**src/rtl/alu_pkg.sv**
```systemverilog
// ============================================================================
// Module   : alu_pkg
// Purpose  : Shared opcodes, header size and parser state encoding for the
//            ALU packet front end.
// Revision : 1.0 - initial release
// ============================================================================
`default_nettype none

package alu_pkg;

    localparam logic [7:0]  C_OPC_ECHO  = 8'hEC;
    localparam logic [7:0]  C_OPC_ADD   = 8'hA0;
    localparam logic [7:0]  C_OPC_MUL   = 8'hA1;
    localparam logic [7:0]  C_OPC_DIV   = 8'hA2;

    localparam logic [15:0] C_HDR_BYTES = 16'd4;

    typedef enum logic [2:0] {
        ST_OPCODE  = 3'd0,
        ST_RSVD    = 3'd1,
        ST_LEN_LO  = 3'd2,
        ST_LEN_HI  = 3'd3,
        ST_PAYLOAD = 3'd4,
        ST_EMIT    = 3'd5,
        ST_DRAIN   = 3'd6
    } state_t;

    function automatic logic opcode_known(input logic [7:0] opc);
        return (opc == C_OPC_ECHO) || (opc == C_OPC_ADD) ||
               (opc == C_OPC_MUL)  || (opc == C_OPC_DIV);
    endfunction

endpackage

`default_nettype wire

```
**src/rtl/alu_packet_parser.sv**
```systemverilog
// ============================================================================
// Module   : alu_packet_parser
// Purpose  : Turns a UART byte stream of headed packets into little-endian
//            32-bit operands for the ALU datapath, flagging malformed packets.
// Revision : 1.0 - initial release
// ============================================================================
`default_nettype none

module alu_packet_parser
    import alu_pkg::*;
#(
    parameter int DATA_WIDTH_P    = 8,
    parameter int OPERAND_WIDTH_P = 32
) (
    input  logic                       clk,
    input  logic                       rst,
    input  logic [DATA_WIDTH_P-1:0]    rx_data_i,
    input  logic                       rx_valid_i,
    output logic                       rx_ready_o,
    output logic                       op_valid_o,
    input  logic                       op_ready_i,
    output logic [OPERAND_WIDTH_P-1:0] op_data_o,
    output logic [7:0]                 opcode_o,
    output logic                       op_first_o,
    output logic                       op_last_o,
    output logic                       err_o
);

    state_t                       state_q,     state_d;
    logic [15:0]                  remaining_q, remaining_d;
    logic [7:0]                   len_lo_q,    len_lo_d;
    logic [7:0]                   opcode_q,    opcode_d;
    logic [OPERAND_WIDTH_P-1:0]   op_data_q,   op_data_d;
    logic [1:0]                   lane_q,      lane_d;
    logic                         first_pend_q, first_pend_d;
    logic                         op_valid_q,  op_valid_d;
    logic                         op_first_q,  op_first_d;
    logic                         op_last_q,   op_last_d;
    logic                         err_q,       err_d;
    logic                         rx_ready_q,  rx_ready_d;

    logic                         accept;
    logic [15:0]                  hdr_len;
    logic [15:0]                  payload_len;

    assign accept      = rx_valid_i & rx_ready_q;
    assign hdr_len     = {rx_data_i[7:0], len_lo_q};
    assign payload_len = hdr_len - C_HDR_BYTES;

    always_comb begin
        state_d      = state_q;
        remaining_d  = remaining_q;
        len_lo_d     = len_lo_q;
        opcode_d     = opcode_q;
        op_data_d    = op_data_q;
        lane_d       = lane_q;
        first_pend_d = first_pend_q;
        op_valid_d   = op_valid_q;
        op_first_d   = op_first_q;
        op_last_d    = op_last_q;
        err_d        = 1'b0;

        case (state_q)
            ST_OPCODE: if (accept) begin
                opcode_d = rx_data_i[7:0];
                state_d  = ST_RSVD;
            end
            ST_RSVD: if (accept) begin
                state_d = ST_LEN_LO;
            end
            ST_LEN_LO: if (accept) begin
                len_lo_d = rx_data_i[7:0];
                state_d  = ST_LEN_HI;
            end
            ST_LEN_HI: if (accept) begin
                if (hdr_len < C_HDR_BYTES) begin
                    err_d   = 1'b1;
                    state_d = ST_OPCODE;
                end else if (!opcode_known(opcode_q) || (payload_len == 16'd0) ||
                             (payload_len[1:0] != 2'd0)) begin
                    // Malformed but length is trustworthy: swallow the body.
                    err_d       = 1'b1;
                    remaining_d = payload_len;
                    state_d     = (payload_len == 16'd0) ? ST_OPCODE : ST_DRAIN;
                end else begin
                    remaining_d  = payload_len;
                    lane_d       = 2'd0;
                    first_pend_d = 1'b1;
                    state_d      = ST_PAYLOAD;
                end
            end
            ST_PAYLOAD: if (accept) begin
                op_data_d[lane_q*DATA_WIDTH_P +: DATA_WIDTH_P] = rx_data_i;
                remaining_d = remaining_q - 16'd1;
                lane_d      = lane_q + 2'd1;
                if (lane_q == 2'd3) begin
                    op_valid_d   = 1'b1;
                    op_first_d   = first_pend_q;
                    op_last_d    = (remaining_q == 16'd1);
                    first_pend_d = 1'b0;
                    state_d      = ST_EMIT;
                end
            end
            ST_EMIT: if (op_ready_i) begin
                op_valid_d = 1'b0;
                op_first_d = 1'b0;
                op_last_d  = 1'b0;
                state_d    = (remaining_q == 16'd0) ? ST_OPCODE : ST_PAYLOAD;
            end
            ST_DRAIN: if (accept) begin
                remaining_d = remaining_q - 16'd1;
                if (remaining_q == 16'd1) begin
                    state_d = ST_OPCODE;
                end
            end
            default: state_d = ST_OPCODE;
        endcase

        // Registered ready tracks the next state so EMIT backpressures with no bubble.
        rx_ready_d = (state_d != ST_EMIT);
    end

    always_ff @(posedge clk or posedge rst) begin
        if (rst) begin
            state_q      <= ST_OPCODE;
            remaining_q  <= '0;
            len_lo_q     <= '0;
            opcode_q     <= '0;
            op_data_q    <= '0;
            lane_q       <= '0;
            first_pend_q <= 1'b0;
            op_valid_q   <= 1'b0;
            op_first_q   <= 1'b0;
            op_last_q    <= 1'b0;
            err_q        <= 1'b0;
            rx_ready_q   <= 1'b0;
        end else begin
            state_q      <= state_d;
            remaining_q  <= remaining_d;
            len_lo_q     <= len_lo_d;
            opcode_q     <= opcode_d;
            op_data_q    <= op_data_d;
            lane_q       <= lane_d;
            first_pend_q <= first_pend_d;
            op_valid_q   <= op_valid_d;
            op_first_q   <= op_first_d;
            op_last_q    <= op_last_d;
            err_q        <= err_d;
            rx_ready_q   <= rx_ready_d;
        end
    end

    assign rx_ready_o = rx_ready_q;
    assign op_valid_o = op_valid_q;
    assign op_data_o  = op_data_q;
    assign opcode_o   = opcode_q;
    assign op_first_o = op_first_q;
    assign op_last_o  = op_last_q;
    assign err_o      = err_q;

endmodule

`default_nettype wire

```
**config.mk**
```make
export PLATFORM = sky130hd
export DESIGN_NAME = alu_packet_parser
export DESIGN_NICKNAME = d
export VERILOG_FILES = /design/src/rtl/alu_pkg.sv /design/src/rtl/alu_packet_parser.sv
export SDC_FILE = /design/constraint.sdc
export NUM_CORES = 1
export LEC_CHECK = 0
export CAP_MARGIN = 20
export CORE_AREA = 2 2 105 107
export DETAILED_ROUTE_END_ITERATION = 8
export DIE_AREA = 0 0 107 109
export PLACE_DENSITY_LB_ADDON = 0.3
export SLEW_MARGIN = 0
export SYNTH_ARGS = -nofsm -noshare
export SYNTH_HDL_FRONTEND = slang
export SYNTH_SLANG_ARGS = --single-unit
```
**constraint.sdc**
```tcl
create_clock -name clk -period 3.8 [get_ports clk]
set_clock_uncertainty 0.1 [all_clocks]
set_input_delay 0.95 -clock clk [delete_from_list [all_inputs] [get_ports clk]]
set_output_delay 0.95 -clock clk [all_outputs]
set_load 0.02 [all_outputs]
```
==> impl_metrics.csv <==
group,metric,value,unit
cells_and_area,fin_cells,647,
setup_path,worstSetupStartpoint,"rx_data_i[0]",
logic_synthesis,synth.yosys.warnings,0,
timing,setup_ws,0.897,ns
min_path,whs_endpoint,"op_valid_o",
logic_synthesis,synth_compound_area_frac,0.163,
route,via_count,3529,
logic_synthesis,ys_seq_area_frac,0.458,
cts,cts_setup_buffers,0,
route,ant_nets,0,
place,dpl-instance-area,4800,um2
setup_path,r2r_end,"lane_q[1]",
route,drc,0,
timing,grt_setup_unrepaired,"no",
min_path,hold_class,"reg -> reg",
cts,ctsResizeCount,0,
setup_path,path_class,"in -> reg",
cells_and_area,syn2layout_area_growth,22.6,%
logic_synthesis,synthCells,449,
pwr,power.density,754,nW/um2
setup_path,path_cells,"clkdlybuf4s50_1 > nor3_2 > nand4_1 > xnor2_1 > nor4bb_1 > a31oi_1 > o31ai_1",
logic_synthesis,synth_cell_types,63,
cts,clkSlewWorstSetupHoldPaths,0.08,ns
pwr,power,3.79,mW
logic_synthesis,async_flop_share,1.00,
cts,cts_buffer_depth,2,
cts,cts_buffers,9,
cells_and_area,drive_gt1_frac,0.126,
cells_and_area,nNetsFinal,524,
setup_path,cp_slowest_stage_delay,0.51,ns
timing,hold_ws,0.387,ns
timing,tightest_slew,1.08,ns
cts,cts_hold_buf,0,
cts,htreeDepth,3,
place,place_worst_setup_slack,0.563,ns
die,io_pins,57,
grt,grt_use_total,0.196,
setup_path,r2r-start,"len_lo_q[2]",
setup_path,worstSetupStartpointType,"input pin",
min_path,min_path_cells,2,
logic_synthesis,netlist_area,4100,um2
logic_synthesis,yosys.area_share.adder,0.0305,
grt,antenna_found_initial,0,
route,drtPass1Iterations,5,
setup_path,rrSetupSlack,1.17,ns
setup_path,crit_path_end_kind,"register",
timing,fin_crit,2.90,ns
die,rows,38,
logic_synthesis,synth_top_family_by_area,"simple AND/OR/NAND/NOR gates",
cells_and_area,fin_util,0.474,
place,place_inst,631,
cts,cts_tree,"built",
timing,fmax,0.345,GHz
pwr,p_leak,2.01,nW
cts,cts_num_sinks,75,
cts,clockRootBuffer,"clkbuf_8",
cells_and_area,antenna_cells,0,
die,initial_core_util,0.387,
route,drt-wirelength-per-cell,16.8,um
place,port_buffers,56,
logic_synthesis,syn_nets,471,
min_path,min_from,"op_valid_o",
die,core-area,10600,um2
pwr,peakVddDrop,0.425,mV
place,dp_hpwl,7720,um
logic_synthesis,synth-xor-area-share,0.0278,
cells_and_area,stdcell_area,5030,um2
logic_synthesis,muxShareOfSynthArea,0.0439,
grt,grt_max_degree,50,
timing,slew_headroom,0.276,
logic_synthesis,yosys.area_share.simple,0.231,
outcome,outcome,"completed",
logic_synthesis,synth-edff-count,0,
route,drt_iter0_markers,228,
place,place_congestion,0.897,
logic_synthesis,ys.flop_type,"dfrtp_1",
timing,maxSlewViolCount,0,
timing,fin_setup_tns,0,ns
cts,clock_latency,0.36,ns
grt,overflow,0,
setup_path,cp_max_fo,6,
setup_path,path_buf_inv,1,
setup_path,reg2regPathDepth,8,
die,dieArea,11700,um2
logic_synthesis,avgSynthCellArea,9.13,um2
setup_path,slowest_stage,"clkdlybuf4s50_1",
route,drt_wl_total,10900,um
job,maxCapViolCount,0,
logic_synthesis,ys_seq_elements,75,
route,via_per_inst,5.45,
die,fp.dieH,109,um
setup_path,cp_top_family,"simple AND/OR/NAND/NOR gates",
timing,timing.final.crit_share,0.764,
grt,grt_pass1_vias,3325,
die,die_w,107,um
setup_path,cp.arrival,3.07,ns
setup_path,worstPathRequired,3.97,ns
timing,finalHoldViolCount,0,
grt,grt_pass1_wl,17700,um
timing,setup_violations,0,
## layout by cell type, fill, tap and decap left out, types with 3 or more instances in the layout
cell type        netlist  routed
a21oi_1               18      18
a31oi_1                6       6
buf_4                  2      12
clkbuf_8               0       9
clkdlybuf4s50_1        0      56
clkinvlp_4             0       3
dfrtp_1               75      75
ha_1                  10      10
inv_1                 13      12
mux2_2                16      16
nand2_1               97      97
nand2b_1               4       4
nand3_1               13      13
nand4_1                3       3
nor2_1                20      20
nor3_1                11      11
nor3_2                 3       3
nor3b_1                5       5
nor4_1                 7       7
o21a_1                 5       5
o21ai_0               44      44
o21ai_1                3       3
o22a_1                 3       3
o22ai_1                6       6
o31ai_1                3       3
or3_1                  4       4
xnor2_1                9       9
xor2_1                 4       4
## worst max-delay path by stage
| stage | to | slack (ns) | cells past startpoint |
|---|---|---|---|
| final | lane_q[1] | 0.90 | 7 |
| after global routing | lane_q[1] | 0.68 | 7 |
| after CTS | lane_q[1] | 0.90 | 7 |
| after detailed placement | lane_q[1] | 0.56 | 7 |
| after global placement | remaining_q[6] | 0.64 | 8 |
| after floorplan | err_o | 0.84 | 1 |
## synthesized netlist by cell type, types with 2 or more instances
| master | number | area share |
|---|---|---|
| nand4_1 | 3 | 0.0046 |
| buf_2 | 3 | 0.0037 |
| a22o_1 | 2 | 0.0043 |
| clkbuf_1 | 15 | 0.014 |
| a32oi_1 | 2 | 0.0043 |
| or4_1 | 2 | 0.0037 |
| nor2b_1 | 2 | 0.0031 |
| o2111ai_1 | 2 | 0.0043 |
| o31ai_1 | 3 | 0.0055 |
| nor3_4 | 2 | 0.0079 |
| nor3_1 | 11 | 0.013 |
| xor2_1 | 4 | 0.0085 |
| o21a_1 | 5 | 0.0092 |
| dfrtp_1 | 75 | 0.46 |
| nand2b_1 | 4 | 0.0061 |
| o22a_1 | 3 | 0.0064 |
| buf_1 | 2 | 0.0018 |
| mux2_2 | 16 | 0.044 |
| a31oi_1 | 6 | 0.0092 |
| nand4b_1 | 2 | 0.0043 |
| o211ai_1 | 2 | 0.0037 |
| nand3_1 | 13 | 0.016 |
| or3_1 | 4 | 0.0061 |
| nor4_1 | 7 | 0.011 |
| o21ai_0 | 44 | 0.054 |
| ha_1 | 10 | 0.031 |
| o21ai_1 | 3 | 0.0037 |
| nor3b_1 | 5 | 0.0092 |
| xnor2_1 | 9 | 0.019 |
| nor2_1 | 20 | 0.018 |
| buf_4 | 2 | 0.0037 |
| nor3_2 | 3 | 0.0073 |
| buf_6 | 3 | 0.0082 |
| nand2_1 | 97 | 0.089 |
| inv_1 | 13 | 0.012 |
| o22ai_1 | 6 | 0.0092 |
| a21oi_1 | 18 | 0.022 |
## power breakdown
| group | switching, mW | leakage (nW) | total (mW) | internal (mW) |
|---|---|---|---|---|
| clock network | 0.329 | 0.102 | 0.702 | 0.373 |
| logic | 0.921 | 0.954 | 1.65 | 0.732 |
| registers | 0.346 | 0.958 | 1.43 | 1.09 |
## kinds of logic (layout without fill, tap and decap cells)
group / Yosys count / count (layout)
AO/OA/AOI/OAI: 107 / 107
AND/OR/NAND/NOR: 188 / 188
flip-flops: 75 / 75
buffers and inverters: 40 / 98
adder cells (fa/ha/maj): 10 / 10
multiplexers: 16 / 16
XOR/XNOR: 13 / 13
## worst reg2reg max path, stage by stage, from the launching register on
cell	delay (ns)
dfrtp_1	0.48
inv_1	0.12
ha_1	0.29
nor4b_2	0.40
nand3_1	0.14
xor2_1	0.18
nor4bb_1	0.37
a31oi_1	0.21
o31ai_1	0.24
## state kept, by name (all words and copies together), names as in the netlist
signal and cells:
op_last_o 1, len_lo_q 8, op_valid_o 1, op_first_o 1, rx_ready_o 1, opcode_o 8, state_q 3, op_data_o 32
err_o 1, first_pend_q 1, remaining_q 16, lane_q 2
## layout make-up
cell class,instances,area (um2)
Fill cell,1013,5570
Sequential cell,75,1880
Clock buffer,9,124
Multi-Input combinational cell,334,2030
Inverter,13,48.8
Tap cell,140,175
Clock inverter,7,100
Timing Repair Buffer,69,671
## routing by layer
layer	share of wire	wire length [um]	track usage	up-vias
li1	-	-	-	1681
met1	0.47	5070	0.281	1692
met2	0.45	4870	0.295	141
met3	0.072	782	0.0472	15
met4	0.014	157	0.0575	0
met5	0	0	0	-
(Power assumes the default switching activity.)
